**config.mk**
```make
export PLATFORM = sky130hd
export DESIGN_NAME = spi_bridge_master
export DESIGN_NICKNAME = d
export VERILOG_FILES = /design/src/rtl/spi_bridge_pkg.sv /design/src/rtl/spi_byte_shifter.sv /design/src/rtl/spi_bridge_master.sv
export SDC_FILE = /design/constraint.sdc
export NUM_CORES = 1
export LEC_CHECK = 0
export CORE_MARGIN = 2
export CORE_UTILIZATION = 35
export DETAILED_ROUTE_END_ITERATION = 8
export PLACE_DENSITY = 0.52
export SYNTH_ARGS = -nofsm -noshare
export SYNTH_HDL_FRONTEND = slang
export SYNTH_SLANG_ARGS = --single-unit
```
**constraint.sdc**
```tcl
create_clock -name sys_clk -period 6.3 [get_ports sys_clk]
set_clock_uncertainty 0.2 [all_clocks]
set_input_delay 1.26 -clock sys_clk [delete_from_list [all_inputs] [get_ports sys_clk]]
set_output_delay 1.26 -clock sys_clk [all_outputs]
set_load 0.02 [all_outputs]
```
**src/rtl/spi_bridge_pkg.sv**
```systemverilog
// Shared definitions for the SPI bridge initiator and target.
// Command byte layout, frame lengths, FSM state encoding.
package spi_bridge_pkg;

  localparam int CMD_A16      = 0;
  localparam int CMD_RW_B     = 1;
  localparam int CMD_SET_ADDR = 2;
  localparam int CMD_LEN_LSB  = 5;

  localparam logic [2:0] LEN_WR_ADDR = 3'd4;
  localparam logic [2:0] LEN_RD_ADDR = 3'd3;
  localparam logic [2:0] LEN_WR      = 3'd2;
  localparam logic [2:0] LEN_RD      = 3'd1;

  typedef enum logic [2:0] {
    IDLE      = 3'd0,
    ARM       = 3'd1,
    SHIFT     = 3'd2,
    WAIT_DONE = 3'd3,
    READBACK  = 3'd4,
    RELEASE   = 3'd5
  } state_e;

  typedef struct packed {
    logic        rw_b;
    logic        set_addr;
    logic [16:0] addr;
    logic [7:0]  data;
  } req_t;

  function automatic logic [2:0] frame_len(
    input logic rw_b,
    input logic set_addr
  );
    logic [2:0] l;
    unique case ({set_addr, rw_b})
      2'b11:   l = LEN_RD_ADDR;
      2'b10:   l = LEN_WR_ADDR;
      2'b01:   l = LEN_RD;
      default: l = LEN_WR;
    endcase
    return l;
  endfunction

  function automatic logic [7:0] cmd_byte(input req_t r);
    logic [7:0] c;
    c = '0;
    // a16 only matters when an address is loaded
    c[CMD_A16]      = r.set_addr & r.addr[16];
    c[CMD_RW_B]     = r.rw_b;
    c[CMD_SET_ADDR] = r.set_addr;
    c[CMD_LEN_LSB +: 3] = frame_len(r.rw_b, r.set_addr);
    return c;
  endfunction

endpackage

```
**src/rtl/spi_byte_shifter.sv**
```systemverilog
// SPI mode 0 byte engine: SCLK divider, MSB-first shift, sample.
// Ports: start_i/tx_i load, sclk_o/mosi_o/miso_i, busy_o, done_o, rx_o.
module spi_byte_shifter #(
  parameter int CLK_DIV = 2
) (
  input  logic       clk_i,
  input  logic       rst_ni,
  input  logic       start_i,
  input  logic [7:0] tx_i,
  input  logic       miso_i,
  output logic       sclk_o,
  output logic       mosi_o,
  output logic       busy_o,
  output logic       done_o,
  output logic [7:0] rx_o
);

  localparam int DW = (CLK_DIV > 1) ? $clog2(CLK_DIV) : 1;

  logic [DW-1:0] div_q, div_d;
  logic          ph_q, ph_d;
  logic [2:0]    bit_q, bit_d;
  logic [7:0]    sh_q, sh_d;
  logic [7:0]    rx_q, rx_d;
  logic          busy_q, busy_d;
  logic          sclk_q, sclk_d;
  logic          half_end;

  always_comb begin
    div_d  = div_q;
    ph_d   = ph_q;
    bit_d  = bit_q;
    sh_d   = sh_q;
    rx_d   = rx_q;
    busy_d = busy_q;
    sclk_d = sclk_q;
    half_end = busy_q &&
      (div_q == DW'(CLK_DIV - 1));
    done_o = half_end && ph_q &&
      (bit_q == 3'd7);
    if (busy_q) begin
      div_d = half_end ? '0 : div_q + 1'b1;
      if (half_end) begin
        if (!ph_q) begin
          sclk_d = 1'b1;
          ph_d   = 1'b1;
          rx_d   = {rx_q[6:0], miso_i};
        end else begin
          sclk_d = 1'b0;
          ph_d   = 1'b0;
          if (bit_q == 3'd7) begin
            busy_d = 1'b0;
            sh_d   = '0;
          end else begin
            bit_d = bit_q + 3'd1;
            sh_d  = {sh_q[6:0], 1'b0};
          end
        end
      end
    end
    // reload on the final falling edge keeps bytes gapless
    if (start_i && (!busy_q || done_o)) begin
      busy_d = 1'b1;
      sh_d   = tx_i;
      bit_d  = '0;
      ph_d   = 1'b0;
      div_d  = '0;
      sclk_d = 1'b0;
    end
  end

  always_ff @(posedge clk_i or negedge rst_ni) begin
    if (!rst_ni) begin
      div_q  <= '0;
      ph_q   <= 1'b0;
      bit_q  <= '0;
      sh_q   <= '0;
      rx_q   <= '0;
      busy_q <= 1'b0;
      sclk_q <= 1'b0;
    end else begin
      div_q  <= div_d;
      ph_q   <= ph_d;
      bit_q  <= bit_d;
      sh_q   <= sh_d;
      rx_q   <= rx_d;
      busy_q <= busy_d;
      sclk_q <= sclk_d;
    end
  end

  assign sclk_o = sclk_q;
  assign mosi_o = sh_q[7];
  assign busy_o = busy_q;
  assign rx_o   = rx_q;

endmodule

```
**src/rtl/spi_bridge_master.sv**
```systemverilog
// SPI bridge initiator: frames one bus request, runs pending/done.
// Ports: req_* in, resp_* out, spi_* pins, state for debug.
module spi_bridge_master
  import spi_bridge_pkg::*;
#(
  parameter int CLK_DIV        = 2,
  parameter int SETUP_CYCLES   = 4,
  parameter int RELEASE_CYCLES = 4,
  parameter int TIMEOUT_CYCLES = 1024
) (
  input  logic        sys_clk,
  input  logic        reset_n,
  input  logic        req_valid,
  output logic        req_ready,
  input  logic        req_rw_b,
  input  logic        req_set_addr,
  input  logic [16:0] req_addr,
  input  logic [7:0]  req_data,
  output logic        resp_valid,
  output logic [7:0]  resp_data,
  output logic        resp_timeout,
  output logic        spi_sclk,
  output logic        spi_cs_n,
  output logic        spi_mosi,
  input  logic        spi_miso,
  output logic        spi_pending,
  input  logic        spi_done,
  output logic [2:0]  state
);

  localparam int CW = $clog2(TIMEOUT_CYCLES +
    SETUP_CYCLES + RELEASE_CYCLES + CLK_DIV + 1) + 1;

  state_e        st_q, st_d;
  req_t          req_q, req_d;
  logic [2:0]    len_q, len_d;
  logic [1:0]    idx_q, idx_d;
  logic          tail_q, tail_d;
  logic [CW-1:0] cnt_q, cnt_d;
  logic          to_q, to_d;
  logic          cs_n_q, cs_n_d;
  logic          pend_q, pend_d;
  logic          rv_q, rv_d;
  logic          rto_q, rto_d;
  logic [7:0]    rdat_q, rdat_d;
  logic          rdy_en_q;
  logic          miso_s1_q, miso_s2_q;
  logic          done_s1_q, done_s2_q;

  logic       sh_start;
  logic [7:0] sh_tx;
  logic       sh_busy;
  logic       sh_done;
  logic [7:0] sh_rx;

  function automatic logic [7:0] frame_byte(
    input req_t       r,
    input logic [1:0] idx
  );
    logic [7:0] b;
    b = cmd_byte(r);
    unique case (1'b1)
      r.set_addr && idx == 2'd1: b = r.addr[15:8];
      r.set_addr && idx == 2'd2: b = r.addr[7:0];
      r.set_addr && idx == 2'd3: b = r.data;
      !r.set_addr && idx == 2'd1: b = r.data;
      default: ;
    endcase
    return b;
  endfunction

  spi_byte_shifter #(
    .CLK_DIV(CLK_DIV)
  ) u_shift (
    .clk_i  (sys_clk),
    .rst_ni (reset_n),
    .start_i(sh_start),
    .tx_i   (sh_tx),
    .miso_i (miso_s2_q),
    .sclk_o (spi_sclk),
    .mosi_o (spi_mosi),
    .busy_o (sh_busy),
    .done_o (sh_done),
    .rx_o   (sh_rx)
  );

  // ready is held off during the resp_valid cycle
  assign req_ready = (st_q == IDLE) &&
    rdy_en_q && !rv_q;

  always_comb begin
    st_d     = st_q;
    req_d    = req_q;
    len_d    = len_q;
    idx_d    = idx_q;
    tail_d   = tail_q;
    cnt_d    = cnt_q;
    to_d     = to_q;
    cs_n_d   = cs_n_q;
    pend_d   = pend_q;
    rdat_d   = rdat_q;
    rv_d     = 1'b0;
    rto_d    = 1'b0;
    sh_start = 1'b0;
    sh_tx    = '0;
    unique case (st_q)
      IDLE: begin
        if (req_valid && req_ready) begin
          req_d = '{rw_b:     req_rw_b,
                    set_addr: req_set_addr,
                    addr:     req_addr,
                    data:     req_data};
          len_d  = frame_len(req_rw_b, req_set_addr);
          idx_d  = '0;
          cnt_d  = '0;
          to_d   = 1'b0;
          pend_d = 1'b1;
          st_d   = ARM;
        end
      end
      ARM: begin
        cnt_d = cnt_q + 1'b1;
        if (cnt_q == CW'(SETUP_CYCLES - 1) &&
            !sh_busy) begin
          sh_start = 1'b1;
          sh_tx    = frame_byte(req_q, 2'd0);
          cs_n_d   = 1'b0;
          tail_d   = 1'b0;
          st_d     = SHIFT;
        end
      end
      SHIFT: begin
        if (tail_q) begin
          cnt_d = cnt_q + 1'b1;
          if (cnt_q == CW'(CLK_DIV - 1)) begin
            cs_n_d = 1'b1;
            cnt_d  = '0;
            st_d   = WAIT_DONE;
          end
        end else if (sh_done) begin
          if ({1'b0, idx_q} == len_q - 3'd1) begin
            tail_d = 1'b1;
            cnt_d  = '0;
          end else begin
            idx_d    = idx_q + 2'd1;
            sh_start = 1'b1;
            sh_tx    = frame_byte(req_q,
                         idx_q + 2'd1);
          end
        end
      end
      WAIT_DONE: begin
        cnt_d = cnt_q + 1'b1;
        // done is trusted only after the setup gap
        if (done_s2_q &&
            cnt_q >= CW'(SETUP_CYCLES)) begin
          cnt_d = '0;
          if (req_q.rw_b) begin
            sh_start = 1'b1;
            cs_n_d   = 1'b0;
            tail_d   = 1'b0;
            st_d     = READBACK;
          end else begin
            pend_d = 1'b0;
            st_d   = RELEASE;
          end
        end else if (cnt_q ==
                     CW'(TIMEOUT_CYCLES - 1)) begin
          to_d   = 1'b1;
          cnt_d  = '0;
          pend_d = 1'b0;
          st_d   = RELEASE;
        end
      end
      READBACK: begin
        if (tail_q) begin
          cnt_d = cnt_q + 1'b1;
          if (cnt_q == CW'(CLK_DIV - 1)) begin
            cs_n_d = 1'b1;
            pend_d = 1'b0;
            cnt_d  = '0;
            st_d   = RELEASE;
          end
        end else if (sh_done) begin
          rdat_d = sh_rx;
          tail_d = 1'b1;
          cnt_d  = '0;
        end
      end
      RELEASE: begin
        cnt_d = cnt_q + 1'b1;
        if (cnt_q == CW'(RELEASE_CYCLES - 1)) begin
          rv_d  = 1'b1;
          rto_d = to_q;
          cnt_d = '0;
          st_d  = IDLE;
        end
      end
      default: st_d = IDLE;
    endcase
  end

  always_ff @(posedge sys_clk or negedge reset_n) begin
    if (!reset_n) begin
      st_q      <= IDLE;
      req_q     <= '0;
      len_q     <= '0;
      idx_q     <= '0;
      tail_q    <= 1'b0;
      cnt_q     <= '0;
      to_q      <= 1'b0;
      cs_n_q    <= 1'b1;
      pend_q    <= 1'b0;
      rv_q      <= 1'b0;
      rto_q     <= 1'b0;
      rdat_q    <= '0;
      rdy_en_q  <= 1'b0;
      miso_s1_q <= 1'b0;
      miso_s2_q <= 1'b0;
      done_s1_q <= 1'b0;
      done_s2_q <= 1'b0;
    end else begin
      st_q      <= st_d;
      req_q     <= req_d;
      len_q     <= len_d;
      idx_q     <= idx_d;
      tail_q    <= tail_d;
      cnt_q     <= cnt_d;
      to_q      <= to_d;
      cs_n_q    <= cs_n_d;
      pend_q    <= pend_d;
      rv_q      <= rv_d;
      rto_q     <= rto_d;
      rdat_q    <= rdat_d;
      rdy_en_q  <= 1'b1;
      miso_s1_q <= spi_miso;
      miso_s2_q <= miso_s1_q;
      done_s1_q <= spi_done;
      done_s2_q <= done_s1_q;
    end
  end

  assign resp_valid   = rv_q;
  assign resp_data    = rdat_q;
  assign resp_timeout = rto_q;
  assign spi_cs_n     = cs_n_q;
  assign spi_pending  = pend_q;
  assign state        = st_q;

endmodule

```
* Word level (Yosys, flattened, before mapping)
Index checks and enable logic that the tools add are counted. Widths: inputs -> output; s select.
Word-level totals: flip-flop bits (word level) 88, bits in latches 0, memory bits (writable) 0, memory bits (read-only) 0, input bits 32, output and inout port bits 18, word-level logic and storage cells 209, memories kept 0
Cells by class: $add $sub $neg 5, multiply operators 0, div/mod/pow operators 0, order comparisons 1, equality and inequality tests 41, shift operators 0, mux-type cells 91, bitwise gates (word level) 3, reductions and logical operators 42
Operators with widths (count):
- $mux 12 | 10
- $mux 8 | 9
- $pmux 12 s6 | 1
- $mux 1 | 42
- $mux 3 | 14
- $ne 2x2->1 const B | 14
- $pmux 8 s3 | 1
- $pmux 3 s3 | 2
- $pmux 3 s6 | 1
- $pmux 8 s2 | 1
- $ne 3x3->1 const B | 5
- $logic_and 1x1->1 | 13
- $add 12x1->12 const B | 1
- $eq 12x1->1 const B | 1
- $eq 12x10->1 const B | 1
- $eq 12x2->1 const B | 1
- $eq 2x2->1 const B | 6
- $ge 12x3->1 const B | 1
- $reduce_and 4->1 | 3
- $reduce_and 6->1 | 2
- $reduce_and 5->1 | 2
- $reduce_bool 2->1 | 5
- $eq 3x3->1 const B | 3
- $pmux 1 s3 | 3
- other kinds (25) | 41

* Depth between registers and ports, before layout
depth in word-level cells 10, gate-level depth with buffers 8, mapped depth without buffers 7

* Modules after synthesis
From an unflattened synthesis, not the netlist that was laid out.
Second synthesis, totals: cell total of the unflattened synthesis 433, area total of the unflattened synthesis 4561.9 sq um
By module, submodules not included:
- spi_bridge_master | instances 1, cells an instance 337, area an instance 3488.3 sq um, seq. area each 1652.8 sq um
- spi_byte_shifter | instances 1, cells an instance 96, area an instance 1073.5 sq um, seq. area each 550.5 sq um

* Worst setup path after synthesis
OpenSTA, ideal clock, no wires.
kind register -> output, start point reg st_q[0], in the netlist state[0], end point out req_ready, arrival time 1409 ps, required time 4840 ps, slack 3431 ps, cell stages (with the launch flop) 4, buffers on the path 1, cells stage by stage dfrtp_1 > buf_4 > or3_1 > nor3b_2
On the way: longest elaborated chain between the ends 3
Ends and longest elaborated chain:
- start: declaration | RTL line spi_bridge_master.sv:34 | state_e st_q, st_d;
- start signal: assignment | RTL line spi_bridge_master.sv:223 | st_q <= st_d;
- $logic_not 3->1 | RTL line spi_bridge_master.sv:88 | assign req_ready = (st_q == IDLE) &&
- $logic_and 1x1->1 | RTL line spi_bridge_master.sv:88
- $logic_and 1x1->1 | RTL line spi_bridge_master.sv:89 | rdy_en_q && !rv_q;
- end: declaration | RTL line spi_bridge_master.sv:14 | output logic req_ready,
Every way passes these cells.

* Final worst setup path
Same ends and word-level chain as after synthesis.

==> flow_summary.ini <==
[routing]
post-route-drc-count = 0
vias_per_cell = 5.160
wire_per_inst_um = 15.19
vias = 3545
firstDrtPassIters = 5
drt-total-wl_um = 10440
postRouteAntennaNets = 0
drt_iter0_drc = 224

[synthesis]
synth_most_common_cell = nand2_1
seq_area_frac_synth = 0.4893
syn_inst = 471
synthXorXnorAreaFrac = 0.009725
synth_top_area_frac = 0.4835
synth_edf_count = 0
yosys.area_share.simple = 0.2170
synth_compound_area_frac = 0.1573
synthArstFlopShare = 1.000
synth_top_flop_cell = dfrtp_1
synth.area.top_cells = dfrtp_1, nand2_1, mux2_2
synth_fa_ha_area_frac = 0.04168
synth.area.mux_share = 0.04974
yosys-top-cells-count = nand2_1, dfrtp_1, nor2_1, mux2_2, o21ai_0
netlist-cell-type-count = 59
netlist_area_sq_um = 4503
synth_top_cell_by_area = dfrtp_1
yosys_register_bits = 88
synth_top_family_by_area = simple AND/OR/NAND/NOR gates
yosysWarnings = 0
synthesis.nets = 518
synth_area_per_cell_sq_um = 9.561

[power_and_ir_drop]
p_leak_nw = 2.386
power_frac_seq = 0.506
power_switching_mw = 0.2306
p_sw_frac = 0.2057
p_comb_frac = 0.030
p_clk_frac = 0.464
p_int_mw = 0.8905
p_per_area_nw_per_um2 = 207.8
irDropWorstVdd_v = 0.0001064

[global_route]
antenna_found_initial = 0
grt_overflow_total = 0
first_global_vias = 3409
grt_pass1_wl_um = 17710
grt_use_total = 0.1580
grt_max_degree = 64

[clocking]
cts_tree = yes
cts_buffers = 9
clkSlewWorstSetupHoldPaths_ns = 0.06
clock-root-buffer = clkbuf_16
h-tree-depth = 3
clock_sinks = 88
cts_hold_buf = 0
cts_resized = 0
insertion_delay_ns = 0.34
postCtsSetupBuffers = 0
cts_max_path_buffers = 2

[worst_hold_path]
hold_depth = 0
hold_class = flop to flop
hp-start = done_s1_q
worstHoldEndpoint = done_s2_q

[cells_and_area]
final_util = 0.4293
n_antenna_cell = 0
multi_input_area_sq_um = 2145
seqCellArea_sq_um = 2203
fin_nets = 558
areaGrowthSynthToFinish_pct = 19.81
drive_above_1_share = 0.1049
fillers = 1271

[floorplanning]
start_util = 0.3583
num_rows = 41
core_sq_um = 12570
ios = 50
die_w_um = 117.4
die_area_sq_um = 13790
die_h_um = 117.4

[timing]
fin_setup_tns_ns = 0
tightest_slew_ns = 1.183
period_needed_ns = 3.783
fin_crit_sh = 0.6005
final-setup-viol-count = 0
finalHoldViolations = 0
slew_headroom = 0.2112
grt_setup_unrepaired = no
fmax_mhz = 264.3
drv_slew = 0

[placement]
place_congestion = 0.8008
dpl.hpwl_um = 7268
numPortBuffers = 49

[worst_setup_path]
cp_max_fo = 19
cp.arrival_ns = 2.32
critPathRequiredTime_ns = 4.84
path_class = flop to output port
rr_startpoint = state[0]
crit_path_start_kind = flop
rr_worst_depth = 5
end_kind = output port
timing.rr.end = idx_q[1]
r2r_setup_slack_ns = 3.16

[flow_run]
maxCapViolCount = 0

[run_status]
status = finished clean
worst max path at each step:
stage / from / to / slack, ns / cells after the start
2_1_floorplan: state[0] / req_ready / 3.43 / 3
3_3_place_gp: req_valid / idx_q[1] / 2.79 / 4
3_5_place_dp: req_valid / idx_q[1] / 2.75 / 4
4_1_cts: state[0] / req_ready / 2.51 / 3
5_1_grt: state[0] / req_ready / 2.42 / 3
6_report: state[0] / req_ready / 2.52 / 3
metrics by stage:
stage	hold WS, ns	std cells	worst slack, ns	area (sq um)	power (mW)
6_report	0.1485	687	2.517	5395	1.121
5_1_grt	0.1563	687	2.421	5395	1.164
4_1_cts	0.1498	687	2.509	5395	1.140
3_5_place_dp	0.1355	672	2.753	5115	0.6125
3_3_place_gp	0.1343	672	2.789	5115	0.6126
2_1_floorplan	0.1312	471	3.432	4503	0.5796
cells in the final DEF, fill, tap and decap left out, types with 3 or more instances in the layout:
master,n
and2_1,10
a22o_1,5
mux2_2,19
nor2_1,23
nand3_1,9
nor4_1,3
a221oi_1,4
or2_2,5
nand2b_1,3
clkdlybuf4s50_1,48
o31ai_1,4
inv_1,14
clkbuf_16,9
o211ai_1,8
a31o_2,4
a22oi_1,8
and3_1,5
o21ai_0,19
nand2_1,120
ha_1,15
o32ai_1,4
nor2b_1,3
clkbuf_1,3
dfrtp_1,87
nor3_1,6
o22ai_1,11
nor3b_1,4
or3_1,3
xnor2_1,4
a21oi_1,16
per-layer routing:
metal  vias up  track usage  share of wire
met5         -            0              0
li1       1737            -              -
met2        59       0.2372           0.46
met4         0      0.05196          0.015
met1      1738       0.2280           0.49
met3        11      0.03259          0.037
state kept, by name, indices dropped and copies added, names as in the netlist, 2 cells and up:
register,cells
resp_data,8
cnt_q,12
u_shift.rx_o,8
state,3
u_shift.sh_q,8
idx_q,2
len_q,3
req_q,27
u_shift.bit_q,3
power groups by stage:
stage | logic, mW | registers (mW) | clock network (mW)
2_1_floorplan | 0.00167 | 0.578 | 0
3_3_place_gp | 0.0345 | 0.578 | 0
3_5_place_dp | 0.0344 | 0.578 | 0
4_1_cts | 0.0346 | 0.568 | 0.538
5_1_grt | 0.0373 | 0.567 | 0.559
6_report | 0.0331 | 0.568 | 0.520
cell families (layout without fill, tap and decap cells):
logic type / Yosys count / after routing
AOI/OAI and AO/OA: 99 / 99
xor gates and xnor gates: 5 / 5
adders and majority gates: 15 / 15
buffers and inverters: 36 / 80
DFF: 88 / 88
muxes: 20 / 20
other: 1 / 1
and+or+nand+nor: 207 / 207
critical path, cell delays in order, from the launching register on:
cell,delay [ns]
dfrtp_1,0.57
or3_1,0.50
nor3b_2,0.26
clkdlybuf4s50_1,0.66
final cells by class:
cell class | count | share of cell area
inverter | 15 | 0.01044
tap | 172 | 0.03989
sequential | 88 | 0.4084
clock buffer | 12 | 0.04383
timing repair buffer | 50 | 0.09184
clock inverter | 3 | 0.008117
multi-input combinational | 347 | 0.3975
No activity file was read; power rests on OpenSTA's default activity.
